<file path="src/rtl/serial_adder_pkg.sv">
// Shared types and constants for the bit-serial adder.
package serial_adder_pkg;

  localparam int unsigned SaDefaultWidth = 8;

  function automatic int unsigned sa_cnt_width(input int unsigned width);
    return $clog2(width);
  endfunction

  localparam int unsigned SaCntWidth = sa_cnt_width(SaDefaultWidth);

  typedef enum logic [1:0] {
    StIdle = 2'd0,
    StRun  = 2'd1,
    StDone = 2'd2
  } sa_state_e;

endpackage

</file>
<file path="src/rtl/bit_slice_fa.sv">
// Combinational one-bit full adder cell.
module bit_slice_fa (
  input  logic a_i,
  input  logic b_i,
  input  logic cin_i,
  output logic s_o,
  output logic c_o
);

  assign s_o = a_i ^ b_i ^ cin_i;
  assign c_o = (a_i & b_i) | (cin_i & (a_i ^ b_i));

endmodule

</file>
<file path="src/rtl/serial_adder.sv">
// Bit-serial adder: one full-adder cell, LSB first, WIDTH cycles per add.
// Define SERIAL_ADDER_OVF_EN to add the signed-overflow output ovf_o.
module serial_adder
  import serial_adder_pkg::*;
#(
  parameter int unsigned WIDTH = SaDefaultWidth
) (
  input  logic             clk,
  input  logic             rst_n,
  input  logic             start_i,
  input  logic [WIDTH-1:0] a_i,
  input  logic [WIDTH-1:0] b_i,
  input  logic             cin_i,
  output logic             busy_o,
  output logic             done_o,
  output logic [WIDTH-1:0] sum_o,
  output logic             cout_o
`ifdef SERIAL_ADDER_OVF_EN
  ,
  output logic             ovf_o
`endif
);

  localparam int unsigned CntW = sa_cnt_width(WIDTH);
  localparam logic [CntW-1:0] CntLast = CntW'(WIDTH - 1);

  sa_state_e        state_q, state_d;
  logic [WIDTH-1:0] sa_q, sa_d, sb_q, sb_d;
  logic [WIDTH-1:0] res_q, res_d, sum_q, sum_d;
  logic [CntW-1:0]  cnt_q, cnt_d;
  logic             carry_q, carry_d, cout_q, cout_d;
  logic             fa_s, fa_c;
`ifdef SERIAL_ADDER_OVF_EN
  logic             ovf_q, ovf_d;
`endif

  bit_slice_fa u_fa (
    .a_i  (sa_q[0]),
    .b_i  (sb_q[0]),
    .cin_i(carry_q),
    .s_o  (fa_s),
    .c_o  (fa_c)
  );

  always_comb begin
    state_d = state_q;
    sa_d    = sa_q;
    sb_d    = sb_q;
    res_d   = res_q;
    sum_d   = sum_q;
    cnt_d   = cnt_q;
    carry_d = carry_q;
    cout_d  = cout_q;
`ifdef SERIAL_ADDER_OVF_EN
    ovf_d   = ovf_q;
`endif
    unique case (state_q)
      StIdle, StDone: begin
        // DONE accepts start too, giving back-to-back operation
        if (start_i) begin
          sa_d    = a_i;
          sb_d    = b_i;
          carry_d = cin_i;
          cnt_d   = '0;
          state_d = StRun;
        end else begin
          state_d = StIdle;
        end
      end
      StRun: begin
        res_d   = {fa_s, res_q[WIDTH-1:1]};
        sa_d    = sa_q >> 1;
        sb_d    = sb_q >> 1;
        carry_d = fa_c;
        cnt_d   = cnt_q + CntW'(1);
        if (cnt_q == CntLast) begin
          // Publish only on the last bit so sum_o never shows partial results
          sum_d   = {fa_s, res_q[WIDTH-1:1]};
          cout_d  = fa_c;
`ifdef SERIAL_ADDER_OVF_EN
          ovf_d   = carry_q ^ fa_c;
`endif
          state_d = StDone;
        end
      end
      default: state_d = StIdle;
    endcase
  end

  always_ff @(posedge clk) begin
    if (!rst_n) begin
      state_q <= StIdle;
      sa_q    <= '0;
      sb_q    <= '0;
      res_q   <= '0;
      sum_q   <= '0;
      cnt_q   <= '0;
      carry_q <= 1'b0;
      cout_q  <= 1'b0;
`ifdef SERIAL_ADDER_OVF_EN
      ovf_q   <= 1'b0;
`endif
    end else begin
      state_q <= state_d;
      sa_q    <= sa_d;
      sb_q    <= sb_d;
      res_q   <= res_d;
      sum_q   <= sum_d;
      cnt_q   <= cnt_d;
      carry_q <= carry_d;
      cout_q  <= cout_d;
`ifdef SERIAL_ADDER_OVF_EN
      ovf_q   <= ovf_d;
`endif
    end
  end

  assign busy_o = (state_q == StRun);
  assign done_o = (state_q == StDone);
  assign sum_o  = sum_q;
  assign cout_o = cout_q;
`ifdef SERIAL_ADDER_OVF_EN
  assign ovf_o  = ovf_q;
`endif

endmodule
</file>
<file path="config.mk">
export PLATFORM = sky130hd
export DESIGN_NAME = serial_adder
export DESIGN_NICKNAME = d
export VERILOG_FILES = /design/src/rtl/serial_adder_pkg.sv /design/src/rtl/bit_slice_fa.sv /design/src/rtl/serial_adder.sv
export SDC_FILE = /design/constraint.sdc
export NUM_CORES = 1
export LEC_CHECK = 0
export ABC_CLOCK_PERIOD_IN_PS = 1600
export CORE_MARGIN = 2
export CORE_UTILIZATION = 28
export DETAILED_ROUTE_END_ITERATION = 7
export GPL_TIMING_DRIVEN = 0
export HOLD_SLACK_MARGIN = 0.03
export PLACE_DENSITY = 0.55
export SKIP_CTS_REPAIR_TIMING = 1
export SLEW_MARGIN = 20
export SYNTH_ARGS = -nofsm -noshare
export SYNTH_HDL_FRONTEND = slang
export SYNTH_HIERARCHICAL = 1
export SYNTH_SLANG_ARGS = --single-unit
</file>
<file path="constraint.sdc">
create_clock -name clk -period 1.6 [get_ports clk]
set_input_delay 0.32 -clock clk [delete_from_list [all_inputs] [get_ports clk]]
set_output_delay 0.32 -clock clk [all_outputs]
set_load 0.02 [all_outputs]
</file>
==> metrics, run 1 <==
drt drc 0; pwr dens 903 nW/um^2; Site Rows 28; Int Power about 0.0015 W; vias per cell 4.64; clock transition at the registers of the reported paths 0.07 ns; die area approximately 6600 um^2; final setup violation count 0; sequential share of power 52.7%; vias in the first global route 1292; hold worst-path end sb_q[0]; ANT cells 0; Initial Util between 20% and 30%; clock buffer depth 2; final net count 248; count of buffers from port buffering 29; Hold Path Stages 3; CTS tree yes; fraction of layout cells with a size suffix above 1 about 17%; cells along the critical path clkdlybuf4s50_1; DP HPWL 2490 um; CP max stage cell clkdlybuf4s50_1; Clk pwr share 33.5%; worst-margin pin slew 0.464 ns; number of synthesized flops with an enable pin 0; first-pass GRT wire length approximately 6100 um; post-route ant nets 0; Clock Skews 0.00790 ns; grt total ovfl 0; critical path required time 1.28 ns; Root Buffer clkbuf_8; 1st-iter DRT viols 33; Fin. Hold Viols 0; initial antenna violation count 0; final slew viol count 0; register area share after synthesis 45.8%; post-synthesis register bit count 38; Worst setup EP type primary output; Vert. Die Dim 81.0 um; async set-reset flop share out of synthesis 0%; max cap viols 0; Max Fclk 648 MHz; clk sink count 38; beginning of the worst hold path rst_n; run status finished clean; total CTS buffers 5; Vias roughly 1400; clk_lat worst skew approximately 0.30 ns; unrepaired setup endpoints after global routing no; Min-Delay Path Class in -> reg; GPL Wtd Cong between 0.7 and 0.8; Synth Area per Inst 8.79 um^2; ys flop type dfxtp_1; DRT Pass-1 Iters 4; DRT Wirelength roughly 3600 um; num ports 31; H-Tree Depth 2; Ys Warns 6; r2r setup slk 0.21 ns; Crit Path Category reg -> out; Cells after Synth 189; Slew headroom about 70%; NetSw 0.000482 W; largest net degree at the start of global routing 11; Worst R2R Path Depth 5; Period minus WS final between 1.5 and 2 ns; combinational power share 13.8%; Layout Area Growth over Synthesis 29.4%; synthesized area 1660 um^2; syn_nets between 200 and 250; post-route clock period utilization 96.4%; slowest stage delay, CP 0.60 ns; Pleak approximately 0.80 nW; end of the worst register-to-register path sum_o[2]; Final Hold Slack 0.364 ns; Unique masters post-synth 25; Switching Share 24.8%; setup ws final 0.0575 ns; Die X 81.0 um; Peak VDD IR approximately 270 uV; worst-path fanout max 2; crit start category register; Tot GR Track Use 12.5%; worst path bufs/invs 1; wire length per cell approximately 12 um; critical path arrival 1.22 ns; Placeable Area 5820 um^2; Critical R2R Launch cnt_q[0]; Crit path max-delay family buffers and inverters; pre-CTS setup slack -0.137 ns
-- through the flow --
step                      cells  setup TNS [ns]  util (%)  total power [W]  area [um^2]
after floorplan             189               0         -          0.00121         1660
after global placement      293          -0.117      35.2          0.00131         2050
after detailed placement    293          -0.137      35.2          0.00131         2050
after CTS                   299          -0.578      36.6          0.00197         2130
after global routing        299               0      37.0          0.00205         2150
final                       299               0      37.0          0.00194         2150
-- cell usage after synthesis, types with 2 or more instances --
cell type   n  area (um^2)
a21boi_0    2         15.0
nor2b_1     2         12.5
buf_2       4         20.0
dfxtp_1    38          761
nand2b_1    2         12.5
buf_4       4         30.0
and3_1      2         12.5
nand2_1    57          214
o21ai_0    16         80.1
a21boi_2    7         78.8
a31oi_1    15         93.8
nand3_2     9         90.1
nand3_1     4         20.0
a21boi_1   11         82.6
ha_1        2         25.0
buf_6       2         22.5
clkbuf_1    4         15.0
-- sequential cells by signal, summed over array words and instances, names as in the netlist --
signal / cells
sb_q: 8
carry_q: 1
res_q: 7
sa_q: 8
cout_o: 1
state_q: 2
sum_o: 8
cnt_q: 3
-- power groups by stage --
stage	logic (W)	registers [W]	clock network (W)
after global placement	0.000268	0.00104	0
after floorplan	0.000175	0.00104	0
after CTS	0.000269	0.00102	0.000677
after detailed placement	0.000269	0.00104	0
after global routing	0.000302	0.00103	0.000719
final	0.000269	0.00102	0.000650
-- layout by cell type, fill, tap and decap left out --
cell type	n
fa_1	1
buf_8	1
and3_1	2
nand2_1	57
nor2_1	1
nand3b_1	1
clkbuf_1	4
clkdlybuf4s50_1	25
dlymetal6s2s_1	3
nand2b_4	1
o21ai_0	16
dfxtp_1	36
clkbuf_2	1
ha_1	2
nor2b_1	2
buf_2	4
buf_12	1
and2_1	1
buf_4	4
clkbuf_8	6
o21a_1	1
a21boi_2	7
inv_4	1
a21boi_1	11
nand3_1	4
a31oi_1	15
nand2b_1	1
nand3_2	9
a21boi_0	2
dfxtp_2	2
buf_6	2
-- final cells by class --
cell class	count	area (um^2)
Fill cell	641	3660
Multi-Input combinational cell	134	790
Sequential cell	38	763
Timing Repair Buffer	29	299
Buffer	16	116
Tap cell	75	93.8
Clock buffer	6	82.6
Inverter	1	6.26
-- per-layer routing --
layer / global-route usage (%) / share of wire (%) / vias to the layer above
li1: - / - / 711
met1: 15.9 / 47 / 632
met2: 19.6 / 46 / 37
met3: 3.67 / 5.0 / 7
met4: 5.59 / 1.8 / 0
met5: 0 / 0 / -
-- worst max-delay path by stage --
| stage | cells after the start | startpoint | end | slack (ns) |
|---|---|---|---|---|
| after floorplan | 5 | cnt_q[0] | sum_o[0] | 0.43 |
| after global placement | 5 | state_q[0] | busy_o | -0.12 |
| after detailed placement | 5 | state_q[0] | busy_o | -0.14 |
| after CTS | 5 | state_q[0] | busy_o | -0.46 |
| after global routing | 1 | sum_o[2] | sum_o[2] | 0.008 |
| final | 1 | sum_o[2] | sum_o[2] | 0.06 |
-- cell families after synthesis --
logic type                 share of synthesized area [%]
adders and majority gates                           2.71
AOI/OAI and AO/OA                                   21.5
buffers and inverters                               7.15
DFF                                                 45.8
and+or+nand+nor                                     22.8
(Power assumes the default switching activity.)
==> inputs of run 2 (changes only) <==
--- a/config.mk
+++ b/config.mk
@@ -13,7 +13,7 @@
 export HOLD_SLACK_MARGIN = 0.03
 export PLACE_DENSITY = 0.55
 export SKIP_CTS_REPAIR_TIMING = 1
-export SLEW_MARGIN = 20
+export SLEW_MARGIN = 25
 export SYNTH_ARGS = -nofsm -noshare
 export SYNTH_HDL_FRONTEND = slang
 export SYNTH_HIERARCHICAL = 1
==> results of run 2 <==
Final layout, timing and power as in run 1 (identical DEF).
